[config.mk]
export PLATFORM = sky130hd
export DESIGN_NAME = lms_fir_mac_flat
export DESIGN_NICKNAME = d
export VERILOG_FILES = /design/src/rtl/lms_pkg.sv /design/src/rtl/lms_fir_mac_if.sv /design/src/rtl/lms_tap_line.sv /design/src/rtl/lms_fir_mac.sv /design/src/flat_wrapper.sv
export SDC_FILE = /design/constraint.sdc
export NUM_CORES = 2
export LEC_CHECK = 0
export ABC_CLOCK_PERIOD_IN_PS = 18720
export BUFFER_PORTS_ARGS = -buffer_cell sky130_fd_sc_hd__buf_2
export CAP_MARGIN = 15
export CORE_AREA = 2 2 313 315
export DETAILED_ROUTE_END_ITERATION = 8
export DIE_AREA = 0 0 315 317
export HOLD_SLACK_MARGIN = 0.1
export PLACE_DENSITY = 0.59
export SETUP_SLACK_MARGIN = 0.5
export SLEW_MARGIN = 20
export SYNTH_ARGS = -nofsm -noshare
export SYNTH_HDL_FRONTEND = slang
export SYNTH_SLANG_ARGS = --single-unit
[constraint.sdc]
create_clock -name clk -period 18.72 [get_ports clk]
set_clock_uncertainty 0.05 [all_clocks]
set_input_delay 5.616 -clock clk [delete_from_list [all_inputs] [get_ports clk]]
set_output_delay 5.616 -clock clk [all_outputs]
set_load 0.02 [all_outputs]
[src/rtl/lms_pkg.sv]
// Shared definitions for the LMS adaptive filter forward path.
// Provides the datapath widths, the forward-path FSM state encoding and
// the 14-bit saturation helper used by the output and error stages.
package lms_pkg;

  localparam int TAPS     = 16;
  localparam int SAMPLE_W = 14;
  localparam int WEIGHT_W = 32;
  localparam int FRAC_W   = 24;
  localparam int PROD_W   = SAMPLE_W + WEIGHT_W;  // 46-bit signed product
  localparam int ACC_W    = 50;                   // product plus 4 guard bits for 16 taps
  localparam int IDX_W    = 4;
  localparam int DIV_LAT  = 2;
  localparam int CNT_W    = 2;

  localparam logic [IDX_W-1:0] IDX_LAST = IDX_W'(TAPS - 1);
  localparam logic [CNT_W-1:0] CNT_LAST = CNT_W'(DIV_LAT - 1);

  localparam logic signed [ACC_W-1:0]    SAT_HI_ACC = 50'sd8191;
  localparam logic signed [ACC_W-1:0]    SAT_LO_ACC = -50'sd8192;
  localparam logic signed [SAMPLE_W-1:0] SAT_HI     = 14'sh1FFF;
  localparam logic signed [SAMPLE_W-1:0] SAT_LO     = 14'sh2000;

  typedef enum logic [1:0] {
    ST_IDLE = 2'd0,
    ST_MAC  = 2'd1,
    ST_DONE = 2'd2,
    ST_WAIT = 2'd3
  } lms_state_e;

  // Clamp a wide signed value into the 14-bit sample range [-8192, 8191].
  function automatic logic signed [SAMPLE_W-1:0] sat14(input logic signed [ACC_W-1:0] v);
    if (v > SAT_HI_ACC) begin
      return SAT_HI;
    end else if (v < SAT_LO_ACC) begin
      return SAT_LO;
    end else begin
      return v[SAMPLE_W-1:0];
    end
  endfunction

endpackage

[src/rtl/lms_fir_mac_if.sv]
// Sample/result bus between the LMS forward path and its neighbours.
// master: sample source and weight-update side (drives samples and weights).
// slave : lms_fir_mac (drives handshake ready, tap line, y_out, e and strobes).
interface lms_fir_mac_if;
  import lms_pkg::*;

  logic                              sample_valid;
  logic                              sample_ready;
  logic signed [SAMPLE_W-1:0]        x_in;
  logic signed [SAMPLE_W-1:0]        d_in;
  logic [TAPS*WEIGHT_W-1:0]          weights_flat;
  logic [TAPS*SAMPLE_W-1:0]          reff_flat;
  logic signed [SAMPLE_W-1:0]        y_out;
  logic signed [SAMPLE_W-1:0]        e;
  logic                              e_valid;
  logic                              weight_cal_state;

  modport master (
    output sample_valid, x_in, d_in, weights_flat,
    input  sample_ready, reff_flat, y_out, e, e_valid, weight_cal_state
  );

  modport slave (
    input  sample_valid, x_in, d_in, weights_flat,
    output sample_ready, reff_flat, y_out, e, e_valid, weight_cal_state
  );

endinterface

[src/rtl/lms_tap_line.sv]
// Reference-sample delay line: TAPS x SAMPLE_W shift register.
// Ports: clk, rst (async active-high), shift_en (shift one position),
//        din (new newest sample), taps_flat (tap k at [14k+13:14k], tap 0 newest).
module lms_tap_line
  import lms_pkg::*;
(
  input  logic                     clk,
  input  logic                     rst,
  input  logic                     shift_en,
  input  logic [SAMPLE_W-1:0]      din,
  output logic [TAPS*SAMPLE_W-1:0] taps_flat
);

  logic [TAPS*SAMPLE_W-1:0] taps_q;
  logic [TAPS*SAMPLE_W-1:0] taps_d;

  // Next tap line: oldest sample drops off the top, din enters at tap 0.
  always_comb begin
    taps_d = taps_q;
    if (shift_en) begin
      taps_d = {taps_q[(TAPS-1)*SAMPLE_W-1:0], din};
    end else begin
      taps_d = taps_q;
    end
  end

  // Tap line register.
  always_ff @(posedge clk or posedge rst) begin
    if (rst) begin
      taps_q <= {(TAPS*SAMPLE_W){1'b0}};
    end else begin
      taps_q <= taps_d;
    end
  end

  assign taps_flat = taps_q;

endmodule

[src/rtl/lms_fir_mac.sv]
// LMS forward path: y = sum(w_k * reff_k) >>> FRAC_W with one shared MAC
// (16 cycles per sample), error e = d - y, and the weight-update strobe.
// Ports: clk, rst (async active-high), bus (lms_fir_mac_if.slave):
//   sample_valid/sample_ready handshake with x_in/d_in, weights_flat in,
//   reff_flat tap line out, y_out/e results with e_valid, weight_cal_state strobe.
// Timing for a sample accepted at edge T: e_valid registered at T+17,
// weight_cal_state registered at T+17+DIV_LAT, next acceptance possible at T+20.
module lms_fir_mac
  import lms_pkg::*;
(
  input  logic         clk,
  input  logic         rst,
  lms_fir_mac_if.slave bus
);

  lms_state_e                 state_q, state_d;
  logic [IDX_W-1:0]           idx_q, idx_d;
  logic signed [ACC_W-1:0]    acc_q, acc_d;
  logic [CNT_W-1:0]           cnt_q, cnt_d;
  logic signed [SAMPLE_W-1:0] dsmp_q, dsmp_d;
  logic signed [SAMPLE_W-1:0] y_q, y_d;
  logic signed [SAMPLE_W-1:0] e_q, e_d;
  logic                       e_valid_q, e_valid_d;
  logic                       wcal_q, wcal_d;
  logic                       ready_q, ready_d;
  logic                       shift_en_s;

  logic [TAPS*SAMPLE_W-1:0]   reff_s;
  logic signed [SAMPLE_W-1:0] x_sel_s;
  logic signed [WEIGHT_W-1:0] w_sel_s;
  logic signed [PROD_W-1:0]   prod_s;
  logic signed [ACC_W-1:0]    prod_ext_s;
  logic signed [ACC_W-1:0]    y_full_s;
  logic signed [SAMPLE_W-1:0] y_s;
  logic signed [SAMPLE_W:0]   diff_s;
  logic signed [SAMPLE_W-1:0] e_s;

  lms_tap_line u_tap_line (
    .clk       (clk),
    .rst       (rst),
    .shift_en  (shift_en_s),
    .din       (bus.x_in),
    .taps_flat (reff_s)
  );

  // Tap-index mux: the MAC walks tap/weight pairs 0..15, one per cycle.
  assign x_sel_s = $signed(reff_s[idx_q*SAMPLE_W +: SAMPLE_W]);
  assign w_sel_s = $signed(bus.weights_flat[idx_q*WEIGHT_W +: WEIGHT_W]);

  // Both operands sign-extended to the full product width before multiplying.
  assign prod_s = $signed({{(PROD_W-WEIGHT_W){w_sel_s[WEIGHT_W-1]}}, w_sel_s}) *
                  $signed({{(PROD_W-SAMPLE_W){x_sel_s[SAMPLE_W-1]}}, x_sel_s});
  assign prod_ext_s = {{(ACC_W-PROD_W){prod_s[PROD_W-1]}}, prod_s};

  // Output stage: arithmetic shift floors toward -inf, then clamp; error at 15 bits.
  assign y_full_s = acc_q >>> FRAC_W;
  assign y_s      = sat14(y_full_s);
  assign diff_s   = {dsmp_q[SAMPLE_W-1], dsmp_q} - {y_s[SAMPLE_W-1], y_s};
  assign e_s      = sat14({{(ACC_W-SAMPLE_W-1){diff_s[SAMPLE_W]}}, diff_s});

  // FSM next-state and datapath next values.
  always_comb begin
    state_d    = state_q;
    idx_d      = idx_q;
    acc_d      = acc_q;
    cnt_d      = cnt_q;
    dsmp_d     = dsmp_q;
    y_d        = y_q;
    e_d        = e_q;
    e_valid_d  = 1'b0;
    wcal_d     = 1'b0;
    shift_en_s = 1'b0;
    case (state_q)
      ST_IDLE: begin
        if (bus.sample_valid) begin
          shift_en_s = 1'b1;
          dsmp_d     = bus.d_in;
          acc_d      = {ACC_W{1'b0}};
          idx_d      = {IDX_W{1'b0}};
          state_d    = ST_MAC;
        end else begin
          state_d    = ST_IDLE;
        end
      end
      ST_MAC: begin
        acc_d = acc_q + prod_ext_s;
        idx_d = idx_q + IDX_W'(1);
        if (idx_q == IDX_LAST) begin
          state_d = ST_DONE;
        end else begin
          state_d = ST_MAC;
        end
      end
      ST_DONE: begin
        y_d       = y_s;
        e_d       = e_s;
        e_valid_d = 1'b1;
        cnt_d     = {CNT_W{1'b0}};
        state_d   = ST_WAIT;
      end
      ST_WAIT: begin
        // e stays stable for DIV_LAT cycles so the divider settles before the strobe.
        if (cnt_q == CNT_LAST) begin
          wcal_d  = 1'b1;
          cnt_d   = {CNT_W{1'b0}};
          state_d = ST_IDLE;
        end else begin
          cnt_d   = cnt_q + CNT_W'(1);
          state_d = ST_WAIT;
        end
      end
      default: begin
        state_d = ST_IDLE;
      end
    endcase
    ready_d = (state_d == ST_IDLE);
  end

  // State and datapath registers.
  always_ff @(posedge clk or posedge rst) begin
    if (rst) begin
      state_q   <= ST_IDLE;
      idx_q     <= {IDX_W{1'b0}};
      acc_q     <= {ACC_W{1'b0}};
      cnt_q     <= {CNT_W{1'b0}};
      dsmp_q    <= {SAMPLE_W{1'b0}};
      y_q       <= {SAMPLE_W{1'b0}};
      e_q       <= {SAMPLE_W{1'b0}};
      e_valid_q <= 1'b0;
      wcal_q    <= 1'b0;
      ready_q   <= 1'b1;
    end else begin
      state_q   <= state_d;
      idx_q     <= idx_d;
      acc_q     <= acc_d;
      cnt_q     <= cnt_d;
      dsmp_q    <= dsmp_d;
      y_q       <= y_d;
      e_q       <= e_d;
      e_valid_q <= e_valid_d;
      wcal_q    <= wcal_d;
      ready_q   <= ready_d;
    end
  end

  assign bus.sample_ready     = ready_q;
  assign bus.reff_flat        = reff_s;
  assign bus.y_out            = y_q;
  assign bus.e                = e_q;
  assign bus.e_valid          = e_valid_q;
  assign bus.weight_cal_state = wcal_q;

endmodule
[src/flat_wrapper.sv]
// flat-port wrapper written by rule: the top's interface ports become plain ports
module lms_fir_mac_flat import lms_pkg::*;
  (clk, rst, bus_sample_valid, bus_x_in, bus_d_in, bus_weights_flat, bus_sample_ready, bus_reff_flat, bus_y_out, bus_e, bus_e_valid, bus_weight_cal_state);
  lms_fir_mac_if bus_i ();
  input  logic clk;
  input  logic rst;
  input wire logic [$bits(bus_i.sample_valid)-1:0] bus_sample_valid;
  input wire logic [$bits(bus_i.x_in)-1:0] bus_x_in;
  input wire logic [$bits(bus_i.d_in)-1:0] bus_d_in;
  input wire logic [$bits(bus_i.weights_flat)-1:0] bus_weights_flat;
  output wire logic [$bits(bus_i.sample_ready)-1:0] bus_sample_ready;
  output wire logic [$bits(bus_i.reff_flat)-1:0] bus_reff_flat;
  output wire logic [$bits(bus_i.y_out)-1:0] bus_y_out;
  output wire logic [$bits(bus_i.e)-1:0] bus_e;
  output wire logic [$bits(bus_i.e_valid)-1:0] bus_e_valid;
  output wire logic [$bits(bus_i.weight_cal_state)-1:0] bus_weight_cal_state;
  assign bus_i.sample_valid = bus_sample_valid;
  assign bus_i.x_in = bus_x_in;
  assign bus_i.d_in = bus_d_in;
  assign bus_i.weights_flat = bus_weights_flat;
  assign bus_sample_ready = bus_i.sample_ready;
  assign bus_reff_flat = bus_i.reff_flat;
  assign bus_y_out = bus_i.y_out;
  assign bus_e = bus_i.e;
  assign bus_e_valid = bus_i.e_valid;
  assign bus_weight_cal_state = bus_i.weight_cal_state;
  lms_fir_mac u_core (.clk(clk), .rst(rst), .bus(bus_i));
endmodule
After elaboration in Yosys (flattened, before gate mapping) --
Cells that the tools add are included.
Operators by class: $add $sub $neg 4, $mul 2, magnitude comparators 4, equality and inequality tests 6, shift-type cells 2, mux-type cells 19, reductions and logical operators 6
Operator list (number):
- indexed part select 512 x 10 -> 32 bit | 1
- indexed part select 224 x 9 -> 14 bit | 1
- one-hot mux 50 bit (2 select lines) | 1
- two-way mux 14 bit | 4
- adder 50 x 46 -> 50 bit | 1
- two-way mux 50 bit | 1
- multiplier 32 x 14 -> 46 bit | 1
- greater-than comparator 26 x 14 -> 1 bit (second input constant) | 1
- less-than comparator 26 x 14 -> 1 bit (second input constant) | 1
- greater-than comparator 15 x 14 -> 1 bit (second input constant) | 1
- less-than comparator 15 x 14 -> 1 bit (second input constant) | 1
- subtractor 14 x 14 -> 15 bit | 1
- one-hot mux 2 bit (4 select lines) | 1
- one-hot mux 4 bit (2 select lines) | 1
- multiplier 4 x 3 -> 7 bit (second input constant) | 1
- two-way mux 1 bit | 6
- two-way mux 2 bit | 3
- adder 4 x 1 -> 4 bit (second input constant) | 1
- == test 2 x 1 -> 1 bit (second input constant) | 2
- == test 2 bit (second input constant) | 2
- == test 4 bit (second input constant) | 1
- logical NOT 2 bit | 2
- two-way mux 4 bit | 1
- one-hot mux 2 bit (2 select lines) | 1
- 4 further kinds | 6
Storage, ports and cells: flip-flop bits (word level) 327, input bits 543, output and inout bits 255, logic and storage cells 54

Depth between registers and ports, before layout --
depth after elaboration 7, depth in mapped cells 33

Modules after synthesis --
Synthesis repeated with hierarchy kept, for this count alone.
Second synthesis, totals: cells, all modules 3352, area, all modules 37114.3 µm²
By module, submodules not included:
- lms_fir_mac | times used 1, cells each 2878, area an instance 28138.2 µm², sequential area each 2578.7 µm²
- lms_tap_line | times used 1, cells each 474, area an instance 8976.1 µm², sequential area each 5605.4 µm²

Worst setup path after synthesis --
No wires, ideal clock.
path type in2reg, start input bus_weights_flat[255], end register u_core.acc_q[47], library setup time 0.135 ns, data arrival time 12.628 ns, required time 18.535 ns, path slack 5.907 ns, cell stages on the path 23, path through mux4_2 -> mux4_2 -> clkbuf_1 -> nand2_1 -> inv_1 -> fa_1 -> fa_1 -> fa_1 -> fa_1 -> fa_1 -> inv_1 -> fa_1 -> inv_1 -> ha_1 -> clkbuf_1 -> a21oi_1 -> o21ai_0 -> a21o_1 -> and3_1 -> or3b_2 -> a31oi_1 -> xor2_1 -> o21ai_0
Between the ends: word-level cells in the longest chain between the ends 4
RTL lines:
- from (decl) | RTL line flat_wrapper.sv:10 | input wire logic [$bits(bus_i.weights_flat)-1:0] bus_weights_flat;
- indexed part select 512 x 10 -> 32 bit | RTL line lms_fir_mac.sv:48 | assign w_sel_s = $signed(bus.weights_flat[idx_q*WEIGHT_W +: WEIGHT_W]);
- multiplier 32 x 14 -> 46 bit | RTL line lms_fir_mac.sv:51 | assign prod_s = $signed({{(PROD_W-WEIGHT_W){w_sel_s[WEIGHT_W-1]}}, w_sel_s}) *
- adder 50 x 46 -> 50 bit | RTL line lms_fir_mac.sv:86 | acc_d = acc_q + prod_ext_s;
- one-hot mux 50 bit (2 select lines) | RTL line lms_fir_mac.sv:73 | case (state_q)
- to (signal assigned) | RTL line lms_fir_mac.sv:124 | acc_q <= {ACC_W{1'b0}};
- to (decl) | RTL line lms_fir_mac.sv:18 | logic signed [ACC_W-1:0] acc_q, acc_d;
Every way passes these cells. A chain may end at the register's enable or synchronous reset.

Final worst setup path --
start input bus_weights_flat[472], end register u_core.acc_q[47]
Same word-level chain as after synthesis.

==> impl_metrics.env <==
export IMPL_outcome="completed"
export IMPL_max_stage_delay_ns=0.92
export IMPL_grt_max_degree=174
export IMPL_max_freq_ghz=0.0754
export IMPL_nFillCells=9279
export IMPL_slew_headroom_pct=32.2
export IMPL_ctsLongestPathBuffers=3
export IMPL_cp_arrival_ns=13.66
export IMPL_setup_tns_ns=0
export IMPL_min_path_cells=1
export IMPL_final_common_cell="buf_2"
export IMPL_final_cell_mix="797 x buf_2, 612 x inv_1, 491 x fa_1"
export IMPL_numPortBuffers=797
export IMPL_place_gp_congestion=0.976
export IMPL_min_period_ns=13.26
export IMPL_rr_worst_depth=28
export IMPL_cts_tree="built"
export IMPL_wl_mm=147
export IMPL_clockRootBuffer="clkbuf_16"
export IMPL_ys_types=63
export IMPL_routed_via_density=5.35
export IMPL_cts_inserted_buffers=38
export IMPL_antenna_found_initial=58
export IMPL_first_global_vias=30400
export IMPL_syn_num_nets=4601
export IMPL_post_cts_buffers=0
export IMPL_first_pass_iters=7
export IMPL_cp_common_cell="fa_1"
export IMPL_synth_area_sq_um=36000
export IMPL_io_pins=798
export IMPL_r2r_end="u_core.acc_q[43]"
export IMPL_setup_ws_ns=5.46
export IMPL_grt_first_pass_wirelength_mm=213
export IMPL_avgSynthCellArea_sq_um=10.5
export IMPL_regToRegSetupSlack_ns=8.26
export IMPL_path_class="input pin to register"
export IMPL_holdBufCountCts=0
export IMPL_cts_htree_levels=2
export IMPL_worstPathRequired_ns=19.12
export IMPL_rsz0062_at_grt="no"
export IMPL_max_slew_worst_pin_slew_ns=0.992
export IMPL_place_ws_ns=4.98
export IMPL_slowest_stage="a2111oi_0"
export IMPL_worstHoldStart="u_core.cnt_q[1]"
export IMPL_ant_nets=0
export IMPL_fp_row_count=114
export IMPL_drive_above_1_share_pct=32.6
export IMPL_hold_path_class="register to register"
export IMPL_yosys_warnings=0
export IMPL_fin_nets=5300
export IMPL_ys_ff_latch=327
export IMPL_overflow=0
export IMPL_drt_iter0_drc=2220
export IMPL_synthArstFlopShare_pct=100
export IMPL_ys_flop_type="dfrtp_1"
export IMPL_ctsResizeCount=0
export IMPL_insertion_delay_ns=0.58
export IMPL_post_route_drc_count=0
export IMPL_dieArea_sq_um=99900
export IMPL_crit_path_end_kind="register"
export IMPL_syn2layout_area_growth_pct=18.4
export IMPL_clkTransAtPathRegs_ns=0.07
export IMPL_cts_sinks=327
export IMPL_syn_inst=3424
export IMPL_grt_use_total_pct=29.6
export IMPL_holdPathEnd="u_core.bus.weight_cal_state"
export IMPL_die_w_um=315
export IMPL_max_cap_violations=0
export IMPL_seq_area_frac_synth_pct=22.7
export IMPL_routedWlPerCell_um=27.0
export IMPL_synth_edff_count=0
export IMPL_finalCritPeriodShare_pct=70.9
export IMPL_setup_viol=0
export IMPL_vias=29200
export IMPL_final_hold_violation_count=0
export IMPL_die_y_um=317
export IMPL_start_kind="input pin"
export IMPL_reg2reg_from="u_core.idx_q[1]"
export IMPL_core_area_sq_um=96300
export IMPL_hpwl_mm=121
export IMPL_drv_slew=0
export IMPL_path_max_fanout=7
export IMPL_initial_utilization_pct=37.4
through the flow:
stage | area, sq um | hold WS (ns) | std cells | utilization (%)
after floorplan | 36000 | 0.367 | 3424 | -
after global placement | 41300 | 0.402 | 5359 | 42.9
after detailed placement | 41300 | 0.408 | 5359 | 42.9
after CTS | 42600 | 0.418 | 5426 | 44.2
after global routing | 42600 | 0.443 | 5440 | 44.3
final | 42700 | 0.417 | 5455 | 44.3
flip-flops by register name, summed over array words and instances (netlist names):
register                     cells
u_core.bus.e_valid               1
u_core.idx_q                     4
u_core.bus.e                    14
u_core.bus.y_out                14
u_core.bus.sample_ready          1
u_core.u_tap_line.taps_flat    224
u_core.bus.weight_cal_state      1
u_core.dsmp_q                   14
u_core.state_q                   2
u_core.cnt_q                     2
u_core.acc_q                    50
cell usage after synthesis (all sizes together), types with 48 or more instances:
| cell type | n | area [sq um] |
|---|---|---|
| nand3 | 48 | 240 |
| nor2 | 260 | 976 |
| nand2 | 442 | 1660 |
| a21oi | 60 | 300 |
| o21ai | 137 | 697 |
| inv | 614 | 2300 |
| dfrtp | 326 | 8160 |
| mux2 | 238 | 2680 |
| ha | 142 | 1780 |
| clkbuf | 124 | 465 |
| mux4 | 198 | 4460 |
| fa | 492 | 9850 |
| buf | 50 | 215 |
per-layer routing:
metal	GRT usage [%]	wire [um]
met1	39.3	59700
met2	46.6	68000
met3	8.50	14000
met4	10.4	5300
met5	0	169
cells by family (layout without fill, tap and decap cells):
family / count (synthesis) / after routing / share of synthesized area, %
DFF: 327 / 327 / 22.7
other: 0 / 29 / 0
adders and majority gates: 640 / 640 / 32.4
and+or+nand+nor: 860 / 860 / 9.93
AOI/OAI and AO/OA: 311 / 311 / 5.34
xor gates and xnor gates: 60 / 60 / 1.46
buffers and inverters: 788 / 1514 / 8.28
muxes: 438 / 438 / 19.9
area by class of cell:
type | count | area (sq um) | area share, %
Timing Repair Buffer | 833 | 4310 | 10.1
Tap cell | 1276 | 1600 | 3.74
Multi-Input combinational cell | 2309 | 24900 | 58.4
Antenna cell | 29 | 72.6 | 0.170
Clock inverter | 14 | 223 | 0.522
Clock buffer | 53 | 1030 | 2.41
Inverter | 614 | 2310 | 5.42
Sequential cell | 327 | 8200 | 19.2
critical path: cells and delay by family:
kind	cells	cell delay, ns
fa+ha+maj	7	3.46
compound gates	8	2.47
simple gates	4	1.20
mux	1	0.44
buf+inv	5	0.31
xor+xnor	1	0.15
worst max path at each step:
stage	depth (start not counted)	endpoint	startpoint
2_1_floorplan	1	u_core.acc_q[0]	rst
3_3_place_gp	26	u_core.acc_q[49]	bus_weights_flat[472]
3_5_place_dp	26	u_core.acc_q[49]	bus_weights_flat[472]
4_1_cts	27	u_core.acc_q[47]	bus_weights_flat[238]
5_1_grt	26	u_core.acc_q[47]	bus_weights_flat[472]
6_report	26	u_core.acc_q[47]	bus_weights_flat[472]
Power is not shown: default switching activity piles up to over one toggle a cycle in this logic, so the estimate is an artifact.
